[src/rtl/vga_timing_monitor.sv]
// Passive VGA raster sink: rebuilds pixel coordinates, measures line/frame geometry, flags errors and lock.
// Optional per-frame pixel checksum is built when VGA_MON_SUM_EN is defined.
module vga_timing_monitor #(
    parameter int H_TOTAL  = 800,
    parameter int V_TOTAL  = 525,
    parameter int H_ACTIVE = 640,
    parameter int V_ACTIVE = 480
) (
    input  logic        iVGA_CLK,
    input  logic        iRST_n,
    input  logic        iHS,
    input  logic        iVS,
    input  logic        iBLANK_n,
    input  logic [7:0]  iPIX,
    input  logic        iERR_CLR,
    output logic [9:0]  oX,
    output logic [9:0]  oY,
    output logic        oPIX_VALID,
    output logic [10:0] oH_TOTAL,
    output logic [9:0]  oV_TOTAL,
    output logic [7:0]  oFRAME_CNT,
    output logic [15:0] oFRAME_SUM,
    output logic [3:0]  oERR,
    output logic        oLOCKED
);

    localparam logic [10:0] H_TOT_L = 11'(H_TOTAL);
    localparam logic [10:0] H_ACT_L = 11'(H_ACTIVE);
    localparam logic [9:0]  V_TOT_L = 10'(V_TOTAL);
    localparam logic [9:0]  V_ACT_L = 10'(V_ACTIVE);

    typedef enum logic [1:0] {UNLOCKED, GOOD1, LOCKED} lock_t;

    function automatic logic [10:0] sat_inc11(input logic [10:0] v);
        return (v == 11'h7FF) ? v : v + 11'd1;
    endfunction

    function automatic logic [9:0] sat_inc10(input logic [9:0] v);
        return (v == 10'h3FF) ? v : v + 10'd1;
    endfunction

    lock_t       state_q, state_d;
    logic        hs_dly_q, vs_dly_q, blank_dly_q;
    logic        seen_hs_q, seen_vs_q, frame_bad_q, frame_bad_d;
    logic [10:0] h_cnt_q, h_cnt_d, a_cnt_q, a_cnt_d;
    logic [9:0]  v_cnt_q, v_cnt_d, al_cnt_q, al_cnt_d;
    logic [9:0]  x_q, x_d, y_q, y_d, x_cur, y_cur;
    logic [3:0]  set_err, err_d;
    logic        hs_fall, vs_fall, blank_fall, h_chk, v_chk, act_line, mismatch;

    assign hs_fall    = hs_dly_q & ~iHS;
    assign vs_fall    = vs_dly_q & ~iVS;
    assign blank_fall = blank_dly_q & ~iBLANK_n;

    // Nothing is judged until one full line/frame has been bracketed by edges.
    assign h_chk    = hs_fall & seen_hs_q;
    assign v_chk    = vs_fall & seen_vs_q;
    assign act_line = h_chk & (a_cnt_q != '0);

    assign set_err[0] = h_chk & (h_cnt_q != H_TOT_L);
    assign set_err[1] = act_line & (a_cnt_q != H_ACT_L);
    assign set_err[2] = v_chk & (v_cnt_q != V_TOT_L);
    assign set_err[3] = v_chk & (al_cnt_q != V_ACT_L);
    assign mismatch   = |set_err;

    always_comb begin
        h_cnt_d  = hs_fall ? 11'd1 : sat_inc11(h_cnt_q);
        a_cnt_d  = hs_fall ? 11'd0 : (iBLANK_n ? sat_inc11(a_cnt_q) : a_cnt_q);
        // An HS fall on the VS-fall cycle opens the first line of the new frame.
        v_cnt_d  = vs_fall ? {9'd0, hs_fall} : (hs_fall ? sat_inc10(v_cnt_q) : v_cnt_q);
        al_cnt_d = vs_fall ? {9'd0, act_line} : (act_line ? sat_inc10(al_cnt_q) : al_cnt_q);
        x_cur    = hs_fall ? 10'd0 : x_q;
        x_d      = iBLANK_n ? sat_inc10(x_cur) : x_cur;
        y_cur    = vs_fall ? 10'd0 : y_q;
        y_d      = blank_fall ? sat_inc10(y_cur) : y_cur;
        err_d    = (oERR & ~{4{iERR_CLR}}) | set_err;
        frame_bad_d = vs_fall ? 1'b0 : (frame_bad_q | mismatch);
    end

    always_comb begin
        state_d = state_q;
        if (mismatch) begin
            state_d = UNLOCKED;
        end else if (v_chk && !frame_bad_q) begin
            case (state_q)
                UNLOCKED: state_d = GOOD1;
                GOOD1:    state_d = LOCKED;
                default:  state_d = LOCKED;
            endcase
        end
    end

    always_ff @(posedge iVGA_CLK or negedge iRST_n) begin
        if (!iRST_n) begin
            state_q     <= UNLOCKED;
            hs_dly_q    <= 1'b1;
            vs_dly_q    <= 1'b1;
            blank_dly_q <= 1'b1;
            seen_hs_q   <= 1'b0;
            seen_vs_q   <= 1'b0;
            frame_bad_q <= 1'b0;
            h_cnt_q     <= '0;
            a_cnt_q     <= '0;
            v_cnt_q     <= '0;
            al_cnt_q    <= '0;
            x_q         <= '0;
            y_q         <= '0;
            oX          <= '0;
            oY          <= '0;
            oPIX_VALID  <= 1'b0;
            oH_TOTAL    <= '0;
            oV_TOTAL    <= '0;
            oFRAME_CNT  <= '0;
            oERR        <= '0;
            oLOCKED     <= 1'b0;
        end else begin
            state_q     <= state_d;
            hs_dly_q    <= iHS;
            vs_dly_q    <= iVS;
            blank_dly_q <= iBLANK_n;
            seen_hs_q   <= seen_hs_q | hs_fall;
            seen_vs_q   <= seen_vs_q | vs_fall;
            frame_bad_q <= frame_bad_d;
            h_cnt_q     <= h_cnt_d;
            a_cnt_q     <= a_cnt_d;
            v_cnt_q     <= v_cnt_d;
            al_cnt_q    <= al_cnt_d;
            x_q         <= x_d;
            y_q         <= y_d;
            oX          <= x_cur;
            oY          <= y_cur;
            oPIX_VALID  <= iBLANK_n;
            oERR        <= err_d;
            oLOCKED     <= (state_d == LOCKED);
            if (h_chk) begin
                oH_TOTAL <= h_cnt_q;
            end
            if (v_chk) begin
                oV_TOTAL   <= v_cnt_q;
                oFRAME_CNT <= oFRAME_CNT + 8'd1;
            end
        end
    end

`ifdef VGA_MON_SUM_EN
    logic [15:0] sum_q, sum_d, sum_out_q, pix_term;

    // Restarting on every VS fall keeps the partial frame after reset out of the first sum.
    always_comb begin
        pix_term = iBLANK_n ? {8'd0, iPIX} : 16'd0;
        sum_d    = vs_fall ? pix_term : sum_q + pix_term;
    end

    always_ff @(posedge iVGA_CLK or negedge iRST_n) begin
        if (!iRST_n) begin
            sum_q     <= '0;
            sum_out_q <= '0;
        end else begin
            sum_q <= sum_d;
            if (v_chk) begin
                sum_out_q <= sum_q;
            end
        end
    end

    assign oFRAME_SUM = sum_out_q;
`else
    logic unused_pix;
    assign unused_pix = ^iPIX;
    assign oFRAME_SUM = 16'd0;
`endif

endmodule

[config.mk]
export PLATFORM = sky130hd
export DESIGN_NAME = vga_timing_monitor
export DESIGN_NICKNAME = d
export VERILOG_FILES = /design/src/rtl/vga_timing_monitor.sv
export SDC_FILE = /design/constraint.sdc
export NUM_CORES = 1
export LEC_CHECK = 0
export CAP_MARGIN = 10
export CORE_MARGIN = 2
export CORE_UTILIZATION = 35
export CTS_BUF_LIST = sky130_fd_sc_hd__clkbuf_4 sky130_fd_sc_hd__clkbuf_8 sky130_fd_sc_hd__clkbuf_16
export DETAILED_ROUTE_END_ITERATION = 12
export PLACE_DENSITY_LB_ADDON = 0.15
export SLEW_MARGIN = 0
export SYNTH_ARGS = -nofsm -noshare
export SYNTH_HDL_FRONTEND = slang
export SYNTH_SLANG_ARGS = --single-unit
export TNS_END_PERCENT = 50
[constraint.sdc]
create_clock -name iVGA_CLK -period 2.19 [get_ports iVGA_CLK]
set_input_delay 0.438 -clock iVGA_CLK [delete_from_list [all_inputs] [get_ports iVGA_CLK]]
set_output_delay 0.438 -clock iVGA_CLK [all_outputs]
set_load 0.01 [all_outputs]
==> results.md <==
- HPWL Detailed: 9202 µm
- Number of global-route vias before repair: 4633
- Worst min path class: in2async
- Count of state elements after synthesis: 125
- Sum of buffers and inverters on the critical path: 1
- Total number of yosys warnings: 0
- Power share of the clock group: 0.423
- Worst-path cell chain: clkdlybuf4s50_1 > nand2b_4 > and2_4 > ha_2 > nand2_1 > or4_4 > o21ai_2 > mux2_2
- P&R area growth vs syn: 29.62%
- Actual transition at the worst max-transition pin: 0.5744 ns
- Clock latency on the worst-skew pair: 0.41 ns
- Category of the most critical setup path: in2reg
- Post-synth cell types: 55
- Number of top-level design ports: 85
- Post-synthesis cell count: 559
- Critical Path Max Stage Delay: 0.49 ns
- Antenna violations before repair: 0
- Via count: 4568
- Starting utilization of the core area: 0.3559
- All-layer global routing usage: 0.1574
- Crit share post-route: 0.9824
- Worst-case headroom to the max-slew limit: 0.6148
- Total global routing overflow: 0
- Portion of total power attributed to combinational logic: 0.173
- TritonCTS clock tree: built
- Min Tclk post-route: 2.151 ns
- Crit path arrival time: 2.45 ns
- Die H: 133.6 µm
- Final routed wire length divided by cell count: 14.62 µm
- Category of the worst setup path launch point: primary input
- Maximum number of pins on one net before global-route repair: 87
- TritonCTS Buffers: 17
- Die Outline Area: 17850 µm²
- Number of clock sinks: 125
- Fill cell count: 1579
- Leakage power of the design: 3.390 nW
- Detailed Route WL: 13140 µm
- Std-Cell Rows: 47
- Number of max-slew violations in the final report: 0
- Power density normalized to cell area: 905.6 nW/µm²
- Area occupied by registers: 3132 µm²
- Required time reported for the critical path endpoint: 2.49 ns
- Share of flip-flops with an asynchronous set or reset: 1.000
- Mean cell area of the mapped netlist: 10.52 µm²
- Synthesized area: 5881 µm²
- Final ANT Viol Nets: 0
- Internal portion of total power: 5.142 mW
- Switching power of the nets: 1.760 mW
- Area occupied by multi-input gates: 2545 µm²
- Run status: finished clean
- Count of max-cap constraint violations: 0
- Pre-CTS setup slack: -0.4035 ns
- Final setup fails: 0
- Deepest level of the CTS H-tree: 4
- Count of flip-flops with a built-in enable after synthesis: 0
- Kind of end point of the critical path: flip-flop
- Prevailing post-synth register cell: dfrtp_1
- Most common cell after layout, fill and taps aside: dfrtp_1
- Count of buffers inserted at the top-level ports: 60
- Number of placed instances, taps included: 866
- Highest-count cells in the layout ignoring fill and taps: dfrtp_1 (122), clkdlybuf4s50_1 (59), nand2_1 (56)
- Switch share: 0.2550
- Fraction of final layout cells sized beyond drive strength 1: 0.1635
- Setup WS post-layout: 0.03852 ns
- CTS Hold Bufs: 0
- Unrepaired setup endpoints after global routing: no
- Final routed DRC violation total: 0
- Maximum operating frequency: 464.8 MHz
- Proportion of power drawn by flip-flops and latches: 0.404
- Std-Cell Core Area: 16520 µm²
- Final Hold Vio Count: 0
- Root cell of the clock tree: clkbuf_16
- Clk slew on worst S/H paths: 0.05 ns
- First-pass GRT wire length: 22480 µm
- Deepest clock path buffer count: 2
- Fin util: 0.4613
- Slowest cell on the critical path: or4_4
- First-pass iteration count of the detailed router: 7
- Crit path max fanout: 3
- Final #Nets: 692
- Post-detailed-route via-to-cell ratio: 5.081
- Number of inserted diodes: 0
- Die width: 133.6 µm
- RD Place Congestion: 0.8531
- Peak supply drop: 586.1 µV
- Filler-free cell count of the finished design: 899
- Sequential area share after synthesis: 0.5326
- Top delay family on crit path: simple AND/OR/NAND/NOR gates
- Violation count after the first detailed-route iteration: 196
- Layout Skew: 0.005095 ns
[final timing paths]
| kind | start | to | cells after the start | slack (ns) |
|---|---|---|---|---|
| worst min-delay path | iRST_n | y_q[8] | 2 | 0.06 |
| worst min register to register | oV_TOTAL[2] | oV_TOTAL[2] | 2 | 0.47 |
| worst max register to register | a_cnt_q[0] | al_cnt_q[5] | 8 | 0.13 |
| max in group asynchronous | iRST_n | h_cnt_q[6] | 2 | 1.72 |
| min in group iVGA_CLK | oV_TOTAL[2] | oV_TOTAL[2] | 2 | 0.47 |
| worst max-delay path | iVS | y_q[1] | 8 | 0.04 |
[power by group through the flow]
stage / registers, mW / logic, mW / clock network [mW]
global route: 2.83 / 1.33 / 3.11
detailed placement: 2.83 / 1.18 / 0
floorplan: 2.84 / 0.588 / 0
finish: 2.79 / 1.19 / 2.92
global placement: 2.82 / 1.17 / 0
CTS: 2.79 / 1.20 / 2.99
[worst register-to-register path, stage by stage (launching register included)]
cell and delay, ns:
dfrtp_1 0.37, inv_1 0.09, ha_1 0.16, or4b_4 0.50
o31ai_4 0.26, buf_4 0.19, buf_4 0.14, nor4_1 0.05
o21a_1 0.19
[through the flow]
stage               hold WS (ns)  cell area (µm²)  power, mW   TNS, ns
floorplan                 0.1424             5962      3.430  -0.05514
global placement          0.4621             6984      3.987    -2.609
detailed placement        0.4639             6984      4.013    -3.145
CTS                      0.08932             7597      6.981         0
global route              0.1024             7622      7.270         0
finish                   0.06469             7622      6.903         0
[final cells by class]
| cell class | count | area share |
|---|---|---|
| Sequential cell | 125 | 0.4109 |
| Timing Repair Buffer | 109 | 0.1284 |
| Tap cell | 220 | 0.03611 |
| Inverter | 21 | 0.01034 |
| Multi-Input combinational cell | 393 | 0.3339 |
| Clock buffer | 24 | 0.06599 |
| Clock inverter | 7 | 0.01445 |
[routing by layer]
metal | global-route usage | wire (µm) | part of all wire
met1 | 0.2038 | 6091 | 0.46
met2 | 0.2523 | 6290 | 0.48
met3 | 0.05175 | 591 | 0.045
met4 | 0.04669 | 166 | 0.013
met5 | 0 | 0 | 0
[cells by family (layout without fill, tap and decap cells)]
| logic type | count (synthesis) | in the layout | share of synthesized area |
|---|---|---|---|
| adder cells (fa/ha/maj) | 11 | 11 | 0.02340 |
| XOR/XNOR | 25 | 25 | 0.03723 |
| multiplexers | 21 | 21 | 0.03851 |
| other | 1 | 16 | 0.0006377 |
| flip-flops | 125 | 125 | 0.5326 |
| buffers and inverters | 56 | 161 | 0.04809 |
| AND/OR/NAND/NOR | 228 | 228 | 0.2140 |
| AO/OA/AOI/OAI | 92 | 92 | 0.1055 |
[synthesized netlist by cell type (5+ instances only)]
| library cell | instances | area (µm²) |
|---|---|---|
| nand4_1 | 18 | 112.6 |
| nor2_1 | 19 | 71.32 |
| xor2_1 | 6 | 52.55 |
| or4_1 | 12 | 90.09 |
| clkbuf_1 | 13 | 48.80 |
| nand2b_1 | 7 | 43.79 |
| and3_1 | 7 | 43.79 |
| or3_1 | 11 | 68.82 |
| xnor2_1 | 19 | 166.4 |
| mux2i_1 | 8 | 80.08 |
| a21oi_1 | 20 | 100.1 |
| o31ai_1 | 10 | 75.07 |
| dfrtp_1 | 122 | 3053 |
| o21ai_0 | 19 | 95.09 |
| nand3_1 | 28 | 140.1 |
| inv_1 | 21 | 78.83 |
| mux2_2 | 13 | 146.4 |
| and2_1 | 27 | 168.9 |
| o22ai_1 | 5 | 31.28 |
| nor4_1 | 5 | 31.28 |
| ha_1 | 11 | 137.6 |
| and4_1 | 11 | 96.34 |
| buf_4 | 16 | 120.1 |
| nor3_1 | 13 | 65.06 |
| nand2_1 | 56 | 210.2 |
| o211ai_1 | 12 | 90.09 |
[flip-flops by register name (all words and copies together), names as in the netlist, 2 cells and up]
name,count
a_cnt_q,11
h_cnt_q,11
oH_TOTAL,11
al_cnt_q,10
oV_TOTAL,10
oX,10
oY,10
v_cnt_q,10
x_q,10
y_q,10
oFRAME_CNT,8
oERR,4
state_q,2
[what timing repair did]
action | 4_1_cts | 5_1_grt
pin swaps | 1 | 2
setup endpoints to repair | 1 | 8
setup buffers | 0 | 2
resized for setup | 0 | 3
Power figures use the tool's default switching activity.
